`src/rtl/div_meter_pkg.sv`:
```
// Shared constants and state encoding for the strobe period meter.
// 16.8 fixed-point result: 256 events of accumulated cycles.
package div_meter_pkg;

  localparam int DIV_W      = 24;
  localparam int FRAC_W     = 8;
  localparam int EVT_W      = 8;
  localparam int NUM_EVENTS = 256;

  localparam logic [DIV_W-1:0] ACCUM_MAX = 24'hFFFFFF;
  localparam logic [EVT_W-1:0] EVT_LAST  = EVT_W'(NUM_EVENTS - 1);

  typedef enum logic [1:0] {
    S_IDLE,
    S_ARM,
    S_MEASURE,
    S_DONE
  } state_t;

endpackage

```
`src/rtl/div_meter.sv`:
```
// Measures the mean period of penable_in over 256 events.
// Summing 256 periods yields the mean directly in 16.8 format.
module div_meter
  import div_meter_pkg::*;
(
  input  logic              clk,
  input  logic              reset,
  input  logic              penable_in,
  input  logic              start,
  input  logic              ack,
  output logic [DIV_W-1:0]  div_out,
  output logic              valid,
  output logic              busy,
  output logic              overflow
);

  state_t            state;
  logic [DIV_W-1:0]  accum;
  logic [EVT_W-1:0]  evt_cnt;

  // FSM, accumulator, event counter and registered outputs
  always_ff @(posedge clk) begin
    if (!reset) begin
      state    <= S_IDLE;
      div_out  <= '0;
      valid    <= 1'b0;
      busy     <= 1'b0;
      overflow <= 1'b0;
      accum    <= '0;
      evt_cnt  <= '0;
    end else begin
      unique case (state)
        S_IDLE: begin
          if (start) begin
            state    <= S_ARM;
            busy     <= 1'b1;
            valid    <= 1'b0;
            overflow <= 1'b0;
          end
        end
        S_ARM: begin
          if (penable_in) begin
            state   <= S_MEASURE;
            accum   <= '0;
            evt_cnt <= '0;
          end
        end
        S_MEASURE: begin
          if (penable_in && evt_cnt == EVT_LAST) begin
            div_out <= accum + 24'd1;
            valid   <= 1'b1;
            busy    <= 1'b0;
            state   <= S_DONE;
          end else if (accum == ACCUM_MAX) begin
            overflow <= 1'b1;
            busy     <= 1'b0;
            state    <= S_IDLE;
          end else begin
            accum <= accum + 24'd1;
            if (penable_in) begin
              evt_cnt <= evt_cnt + 8'd1;
            end
          end
        end
        S_DONE: begin
          // a new request takes precedence over the acknowledge
          if (start) begin
            state <= S_ARM;
            busy  <= 1'b1;
            valid <= 1'b0;
          end else if (ack) begin
            valid <= 1'b0;
            state <= S_IDLE;
          end
        end
        default: begin
          state <= S_IDLE;
          busy  <= 1'b0;
        end
      endcase
    end
  end

endmodule

```
`config.mk`:
```
export PLATFORM = sky130hd
export DESIGN_NAME = div_meter
export DESIGN_NICKNAME = d
export VERILOG_FILES = /design/src/rtl/div_meter_pkg.sv /design/src/rtl/div_meter.sv
export SDC_FILE = /design/constraint.sdc
export NUM_CORES = 1
export LEC_CHECK = 0
export ABC_AREA = 1
export BUFFER_PORTS_ARGS = -buffer_cell sky130_fd_sc_hd__buf_4
export CORE_ASPECT_RATIO = 1.2
export CORE_MARGIN = 1.5
export CORE_UTILIZATION = 40
export CTS_CLUSTER_SIZE = 14
export DETAILED_ROUTE_END_ITERATION = 16
export PLACE_DENSITY_LB_ADDON = 0.08
export SYNTH_ARGS = -nofsm -noshare
export SYNTH_HDL_FRONTEND = slang
export SYNTH_SLANG_ARGS = --single-unit
```
`constraint.sdc`:
```
create_clock -name clk -period 5.6 [get_ports clk]
set_input_delay 1.68 -clock clk [delete_from_list [all_inputs] [get_ports clk]]
set_output_delay 1.68 -clock clk [all_outputs]
set_load 0.03 [all_outputs]
```
# ---- Word level (Yosys, flattened, before mapping)
# Index checks and enable logic that the tools add are counted.
dict set report op_classes {
  addsub 2
  eq_ne 15
  muxes 28
  reduce_logical 14
}
# cell n
set ops {}
lappend ops {{24-bit two-way mux} 3}
lappend ops {{24-bit case mux with 2 select lines} 1}
lappend ops {{8-bit two-way mux} 4}
lappend ops {{24-bit by 1-bit adder with 24-bit output (second input constant)} 1}
lappend ops {{24-bit == test (second input constant)} 1}
lappend ops {{8-bit case mux with 2 select lines} 1}
lappend ops {{4-bit AND reduction} 4}
lappend ops {{2-bit != test (second input constant)} 7}
lappend ops {{2-bit two-way mux} 6}
lappend ops {{1-bit two-way mux} 9}
lappend ops {{8-bit by 1-bit adder with 8-bit output (second input constant)} 1}
lappend ops {{8-bit == test (second input constant)} 1}
lappend ops {{2-bit case mux with 4 select lines} 1}
lappend ops {{3-bit != test (second input constant)} 2}
lappend ops {{2-bit nonzero test} 3}
lappend ops {{5-bit AND reduction} 1}
lappend ops {{2-bit == test (second input constant)} 2}
lappend ops {{1-bit case mux with 2 select lines} 2}
lappend ops {{1-bit case mux with 3 select lines} 1}
lappend ops {{3-bit AND reduction} 1}
lappend ops {{3-bit nonzero test} 1}
lappend ops {{2-bit by 1-bit == test with 1-bit output (second input constant)} 1}
lappend ops {{2-bit logical NOT} 1}
lappend ops {{2-bit by 1-bit != test with 1-bit output (second input constant)} 1}
lappend ops {{3 further kinds} 3}
dict set report totals {
  regBits 61
  input_bits 5
  output_inout_bits 27
  elab_cells 66
}

# ---- Longest topological paths before layout
# Gate-level depths: netlist (run 1).
dict set report logic_depth {
  word_depth 5
  mapped_depth 12
  depth_no_buf 11
}

# ---- Worst setup path after synthesis (run 1)
# Ideal clock, no wire load.
dict set report synth_path {
  path_kind {in2reg}
  start {input penable_in}
  end {register evt_cnt[5]}
  setup_ns 0.117
  arrival_time_ns 2.524
  required_time_ns 5.483
  slack_ns 2.959
  cell_stages 7
  path_buffers 1
  path_cell_list {nand3_2 -> nor2_2 -> buf_6 -> nor2_2 -> nand3_2 -> o21ai_0 -> nor2_1}
}
dict set report synth_via {
  elab_chain_cells 3
  elab_cells_between_ends 5
  cone_classes {3 x eq/ne; 2 x reduce/logical}
}
# element line_no
set synth_lines {}
lappend synth_lines {{from (decl)} div_meter.sv:8} ;# input logic penable_in,
lappend synth_lines {{1-bit logical AND} div_meter.sv:49} ;# if (penable_in && evt_cnt == EVT_LAST) begin
lappend synth_lines {{2-bit != test (no source line)} -}
lappend synth_lines {{5-bit AND reduction (no source line) *} -}
lappend synth_lines {{to (signal assigned)} div_meter.sv:61} ;# evt_cnt <= evt_cnt + 8'd1;
lappend synth_lines {{to (decl)} div_meter.sv:19} ;# logic [EVT_W-1:0] evt_cnt;
# Mark *: on every way between the ends. The rest lies on a longest branch, timed or not.
# A chain may end at the register's enable or synchronous reset.

# ---- Final worst setup path (run 1)
dict set report layout_path {
  start {register state[0]}
  end {register accum[11]}
}
dict set report layout_via {
  elab_chain_cells 3
  elab_cells_between_ends 8
  cone_classes {5 x eq/ne; 1 x mux; 2 x reduce/logical}
}
# element line_no
set layout_lines {}
lappend layout_lines {{from (decl)} div_meter.sv:17} ;# state_t state;
lappend layout_lines {{from (signal assigned)} div_meter.sv:24} ;# state <= S_IDLE;
lappend layout_lines {{from (signal assigned)} div_meter.sv:35} ;# state <= S_ARM;
lappend layout_lines {{from (signal assigned)} div_meter.sv:43} ;# state <= S_MEASURE;
lappend layout_lines {{2-bit == test / 2-bit by 1-bit == test with 1-bit output (equally long branches)} div_meter.sv:32} ;# unique case (state)
lappend layout_lines {{2-bit != test (no source line) / 2-bit nonzero test (equally long branches)} -}
lappend layout_lines {{4-bit AND reduction (no source line)} -}
lappend layout_lines {{to (signal assigned)} div_meter.sv:59} ;# accum <= accum + 24'd1;
lappend layout_lines {{to (decl)} div_meter.sv:18} ;# logic [DIV_W-1:0] accum;
# Several ways; a longest one is shown, not always the timed one.

==> flow_metrics.tcl, run 1 <==
set metrics [dict create \
    rsz0062_at_grt "no" \
    async_reset_ff_share_pct 0 \
    yosysWarnings 0 \
    synth_commonest_cells "124 x nand2_1, 75 x nor2_1, 61 x dfxtp_1, 58 x inv_1, 35 x a21oi_1" \
    ctsResizeCount 0 \
    io_pins 32 \
    p_clk_share_pct 26.1 \
    h-tree-depth 3 \
    power_uw 1240 \
    nFillCells 873 \
    path_cells "inv_1 -> ha_1 -> inv_1 -> nor2_4 -> buf_4 -> inv_1 -> nand2_1 -> nor2_4 -> nand2_1 -> a21oi_2" \
    gp_congestion 0.849 \
    status "complete, no violations" \
    period_share_pct 59.2 \
    tightest_slew_ns 1.25 \
    crit_slowest_cell "inv_1" \
    pwr-share-comb_pct 34.2 \
    final-instance-count-excl-fill 618 \
    finClkSkew_ns 0.00640 \
    fp-row-count 36 \
    arrival_ns 3.56 \
    powerDensity_mw_per_mm2 329 \
    vias 2998 \
    cts_root_buffer "clkbuf_8" \
    finalNetCount 532 \
    hold_violations 0 \
    crit_fanout 47 \
    drt_first_pass_iters 4 \
    synth_cells 495 \
    die_area_mm2 0.00893 \
    synth_largest_area_cell "dfxtp_1" \
    remaining_drc_errors 0 \
    drtIter0Drc 132 \
    core-area_mm2 0.00811 \
    area_delta_synth_final_pct 12.1 \
    cts_tree "built" \
    slew_headroom_pct 16.5 \
    dieHeight_um 103 \
    grt_pass1_vias 2823 \
    hold_class "reg -> reg" \
    required_ns 5.85 \
    synth_top_area_share_pct 36.5 \
    yosysMostFrequentCell "nand2_1" \
    hold_buffers 0 \
    power.internal_uw 733 \
    clk_pin_slew_ns 0.07 \
    peakVddDrop_mv 0.123 \
    portBuffers 31 \
    post-dp-hpwl_um 5310 \
    cp-end-kind "flop" \
    antenna_found_initial 0 \
    syn_nets 507 \
    tns_ns 0 \
    avgSynthCellArea_um2 6.76 \
    cp_common_cell "inv_1" \
    start_kind "flop" \
    synth-edff-count 0 \
    switching_share_pct 40.7 \
    synthFlopType "dfxtp_1" \
    crit_type "reg -> reg" \
    start_util_pct 41.3 \
    antenna_cells 0 \
    post-cts-setup-buffers 0 \
    max_stage_delay_ns 0.76 \
    synthTopCellsByArea "dfxtp_1 36%, nand2_1 14%, nor2_1 8.4%" \
    drive_gt1_share_pct 12.8 \
    p_leak_uw 0.00153 \
    overflow 0 \
    finalCriticalPeriod_ns 3.31 \
    ys_seq_area_share_pct 36.5 \
    synth-seq-cells 61 \
    syn_area_mm2 0.00335 \
    grt_max_degree 48 \
    routed_wl_um 7880 \
    dieWidth_um 86.5 \
    maxCapViolations 0 \
    numCtsBuffers 9 \
    routed_via_density 4.85 \
    fmax_mhz 302 \
    p_switching_uw 503 \
    drv_slew 0 \
    grt_pass1_wl_um 13300 \
    seqPwrFrac_pct 39.7 \
    cts.sinks 61 \
    ant_nets 0 \
    clkLatencyLatePin_ns 0.33 \
    clockBufferDepth 2 \
    setup_violations 0 \
    post-place-cells 604 \
    wl_per_cell_um 12.8 \
    gr-usage-all-layers_pct 19.1 \
    ys_types 29 \
]
==> state kept, by name, indices dropped and copies added, names as in the netlist <==
name,count
accum,24
div_out,24
evt_cnt,8
state,2
busy,1
overflow,1
valid,1
==> path summary, 6_finish.rpt <==
check | start | endpoint | slack, ns | cells past startpoint
min | busy | busy | 0.44 | 2
min reg2reg | busy | busy | 0.44 | 2
max | state[0] | accum[11] | 2.29 | 10
max reg2reg | state[0] | accum[11] | 2.29 | 10
==> cell usage in the layout, fill, tap and decap left out, types with 4 or more instances in the layout <==
cell type	count
nand2_1	124
a211oi_1	5
a21oi_1	35
o21ai_0	20
nor2_2	4
ha_1	7
inv_1	58
dfxtp_1	61
o211ai_1	7
nand4_1	4
a21oi_2	5
clkbuf_8	9
nor2_4	5
xor2_1	13
buf_4	32
nor2_1	75
nand3_1	30
nand2_2	4
==> metrics by stage <==
step	cell area [µm²]	hold WS, ns	util [%]	worst slack [ns]
after floorplan	3350	0.461	-	2.96
after global placement	3610	0.431	44.5	2.16
after detailed placement	3610	0.436	44.5	2.10
after CTS	3750	0.447	46.3	2.22
after global routing	3750	0.466	46.3	1.90
final	3750	0.444	46.3	2.29
==> metal layers <==
metal  global-route usage, %  part of all wire, %
met1                    24.5                   49
met2                    32.5                   46
met3                    4.05                  3.0
met4                    5.96                  1.1
met5                       0                    0
==> power groups by stage <==
stage               sequential [µW]  clock [µW]  combinational, µW
floorplan                       512           0                338
global placement                501           0                425
detailed placement              501           0                426
CTS                             491         332                428
global route                    497         352                477
finish                          491         322                423
==> cells by family (layout without fill, tap and decap cells) <==
kind of cell | count (synthesis) | count (layout) | synth area share (%)
AO/OA/AOI/OAI | 78 | 78 | 13.3
XOR/XNOR | 16 | 16 | 4.19
adder cells (fa/ha/maj) | 7 | 7 | 2.62
buffers and inverters | 76 | 104 | 9.64
flip-flops | 61 | 61 | 36.5
AND/OR/NAND/NOR | 257 | 257 | 33.7
==> worst max-delay path, delay by kind of cell (launching register included) <==
family | cells | cell delay [ns]
and+or+nand+nor | 4 | 0.86
AOI/OAI and AO/OA | 1 | 0.13
buffers and inverters | 4 | 1.38
DFF | 1 | 0.39
adders and majority gates | 1 | 0.43
==> layout make-up <==
| type | instances | area (µm²) | area share (%) |
|---|---|---|---|
| repair buffers | 32 | 240 | 6.40 |
| clock buffers | 11 | 131 | 3.50 |
| clock inverters | 3 | 15.0 | 0.400 |
| inverters | 58 | 218 | 5.80 |
| well taps | 95 | 119 | 3.17 |
| flip-flops and latches | 61 | 1220 | 32.5 |
| multi-input cells | 358 | 1810 | 48.2 |
No activity file was read; power rests on OpenSTA's default activity.
==> run 2, diff against run 1 <==
Clock period 5.6 ns to 2.8 ns, I/O delays scaled along.
==> run 2 against run 1 <==
Clock power grew to 2.5 times the previous value. Hold slack worse by 0.00059 ns. Sequential cell count stayed put. Global-route usage is 1.3 points higher. Highest routed layer unchanged. Sequential share of layout area is 0.70 points lower.
==> flow_metrics.tcl, run 2 (same netlist as run 1, synthesis figures left out) <==
set metrics [dict create \
    crit_family "simple AND/OR/NAND/NOR gates" \
    cts_tree "built" \
    drv_slew 0 \
    core-area_mm2 0.00811 \
    grt_max_degree 30 \
    crit_buf_inv 2 \
    status "complete, no violations" \
    drive_gt1_share_pct 13.7 \
    remaining_drc_errors 0 \
    gp_congestion 0.925 \
    hold_class "reg -> reg" \
    finalCriticalPeriod_ns 2.08 \
    arrival_ns 2.35 \
    overflow 0 \
    rsz0062_at_grt "no" \
    pwr-share-comb_pct 32.3 \
    power.internal_uw 1650 \
    power_uw 2650 \
    hold_violations 0 \
    clockBufferDepth 2 \
    cts_root_buffer "clkbuf_8" \
    wl_per_cell_um 13.2 \
    area_delta_synth_final_pct 14.6 \
    p_clk_share_pct 30.6 \
    h-tree-depth 3 \
    grt_pass1_wl_um 14300 \
    period_share_pct 74.4 \
    hold_buffers 0 \
    peakVddDrop_mv 0.245 \
    grt_pass1_vias 3021 \
    drtIter0Drc 135 \
    ant_nets 0 \
    routed_via_density 4.90 \
    path_cells "ha_1 -> nand3_1 -> inv_1 -> nand3_2 -> nor2_4 -> inv_1 -> nand2_1 -> nor2_4 -> nand2_1 -> a21oi_2" \
    cts.sinks 61 \
    finalNetCount 536 \
    start_kind "flop" \
    seqPwrFrac_pct 37.0 \
    slew_headroom_pct 37.8 \
    drt_first_pass_iters 4 \
    final_cell_mix "124 x nand2_1, 75 x nor2_1, 61 x dfxtp_1" \
    fmax_mhz 480 \
    crit_slowest_cell "nor2_4" \
    reg_top3 "accum (24), div_out (24), evt_cnt (8)" \
    switching_share_pct 37.8 \
    tns_ns 0 \
    numCtsBuffers 9 \
    die_area_mm2 0.00893 \
    vias 3048 \
    fp-row-count 36 \
    routed_wl_um 8180 \
    post-cts-setup-buffers 0 \
    final_common_cell "nand2_1" \
    portBuffers 31 \
    start_util_pct 41.3 \
    max_stage_delay_ns 0.49 \
    post-dp-hpwl_um 5660 \
    finClkSkew_ns 0.00904 \
    io_pins 32 \
    clk_pin_slew_ns 0.07 \
    tightest_slew_ns 0.932 \
    utilization_pct 47.3 \
    ctsResizeCount 0 \
    crit_type "reg -> reg" \
    clkLatencyLatePin_ns 0.33 \
    p_leak_uw 0.00157 \
    setup_violations 0 \
    maxCapViolations 0 \
    cp-end-kind "flop" \
    p_switching_uw 1000 \
    required_ns 3.07 \
    gr-usage-all-layers_pct 20.4 \
    antenna_cells 0 \
    antenna_found_initial 0 \
    dieHeight_um 103 \
    dieWidth_um 86.5 \
    crit_fanout 24 \
    powerDensity_mw_per_mm2 691 \
    rrSetupSlack_ns 0.72 \
]
==> run 2: through the flow <==
stage	area (µm²)	setup WS [ns]	instances	hold slack [ns]
after floorplan	3350	0.999	495	0.461
after global placement	3640	0.558	608	0.431
after detailed placement	3640	0.498	608	0.436
after CTS	3840	0.680	622	0.446
after global routing	3840	0.440	622	0.463
final	3840	0.717	622	0.443
==> run 2: power by group through the flow <==
stage / Clock (µW) / Combinational [µW] / Sequential (µW)
after floorplan: 0 / 675 / 1020
final: 813 / 857 / 982
after global placement: 0 / 861 / 1000
after global routing: 879 / 980 / 993
after detailed placement: 0 / 863 / 1000
after CTS: 834 / 867 / 984
==> run 2: final timing paths <==
check,start,end,cells after the start
max,evt_cnt[0],accum[16],10
min,busy,busy,2
max reg2reg,evt_cnt[0],accum[16],10
min reg2reg,busy,busy,2
==> run 2: cell type report <==
| type | instances | area (µm²) |
|---|---|---|
| Timing Repair Buffer | 36 | 270 |
| Sequential cell | 61 | 1220 |
| Clock buffer | 13 | 169 |
| Multi-Input combinational cell | 358 | 1810 |
| Inverter | 58 | 218 |
| Clock inverter | 1 | 30.0 |
| Tap cell | 95 | 119 |
| Fill cell | 872 | 4270 |
==> run 2: tightest hold or removal path, delay by kind of cell (launching register included) <==
family          cells  cell delay (ns)
flops               1             0.31
buf+inv             1             0.05
compound gates      1             0.05
==> run 2: routing by layer <==
metal,vias up,GRT usage [%],part of all wire [%]
met1,1360,25.0,47
li1,1625,-,-
met3,6,5.16,4.2
met2,57,34.8,48
met5,-,0,0
met4,0,7.20,1.0
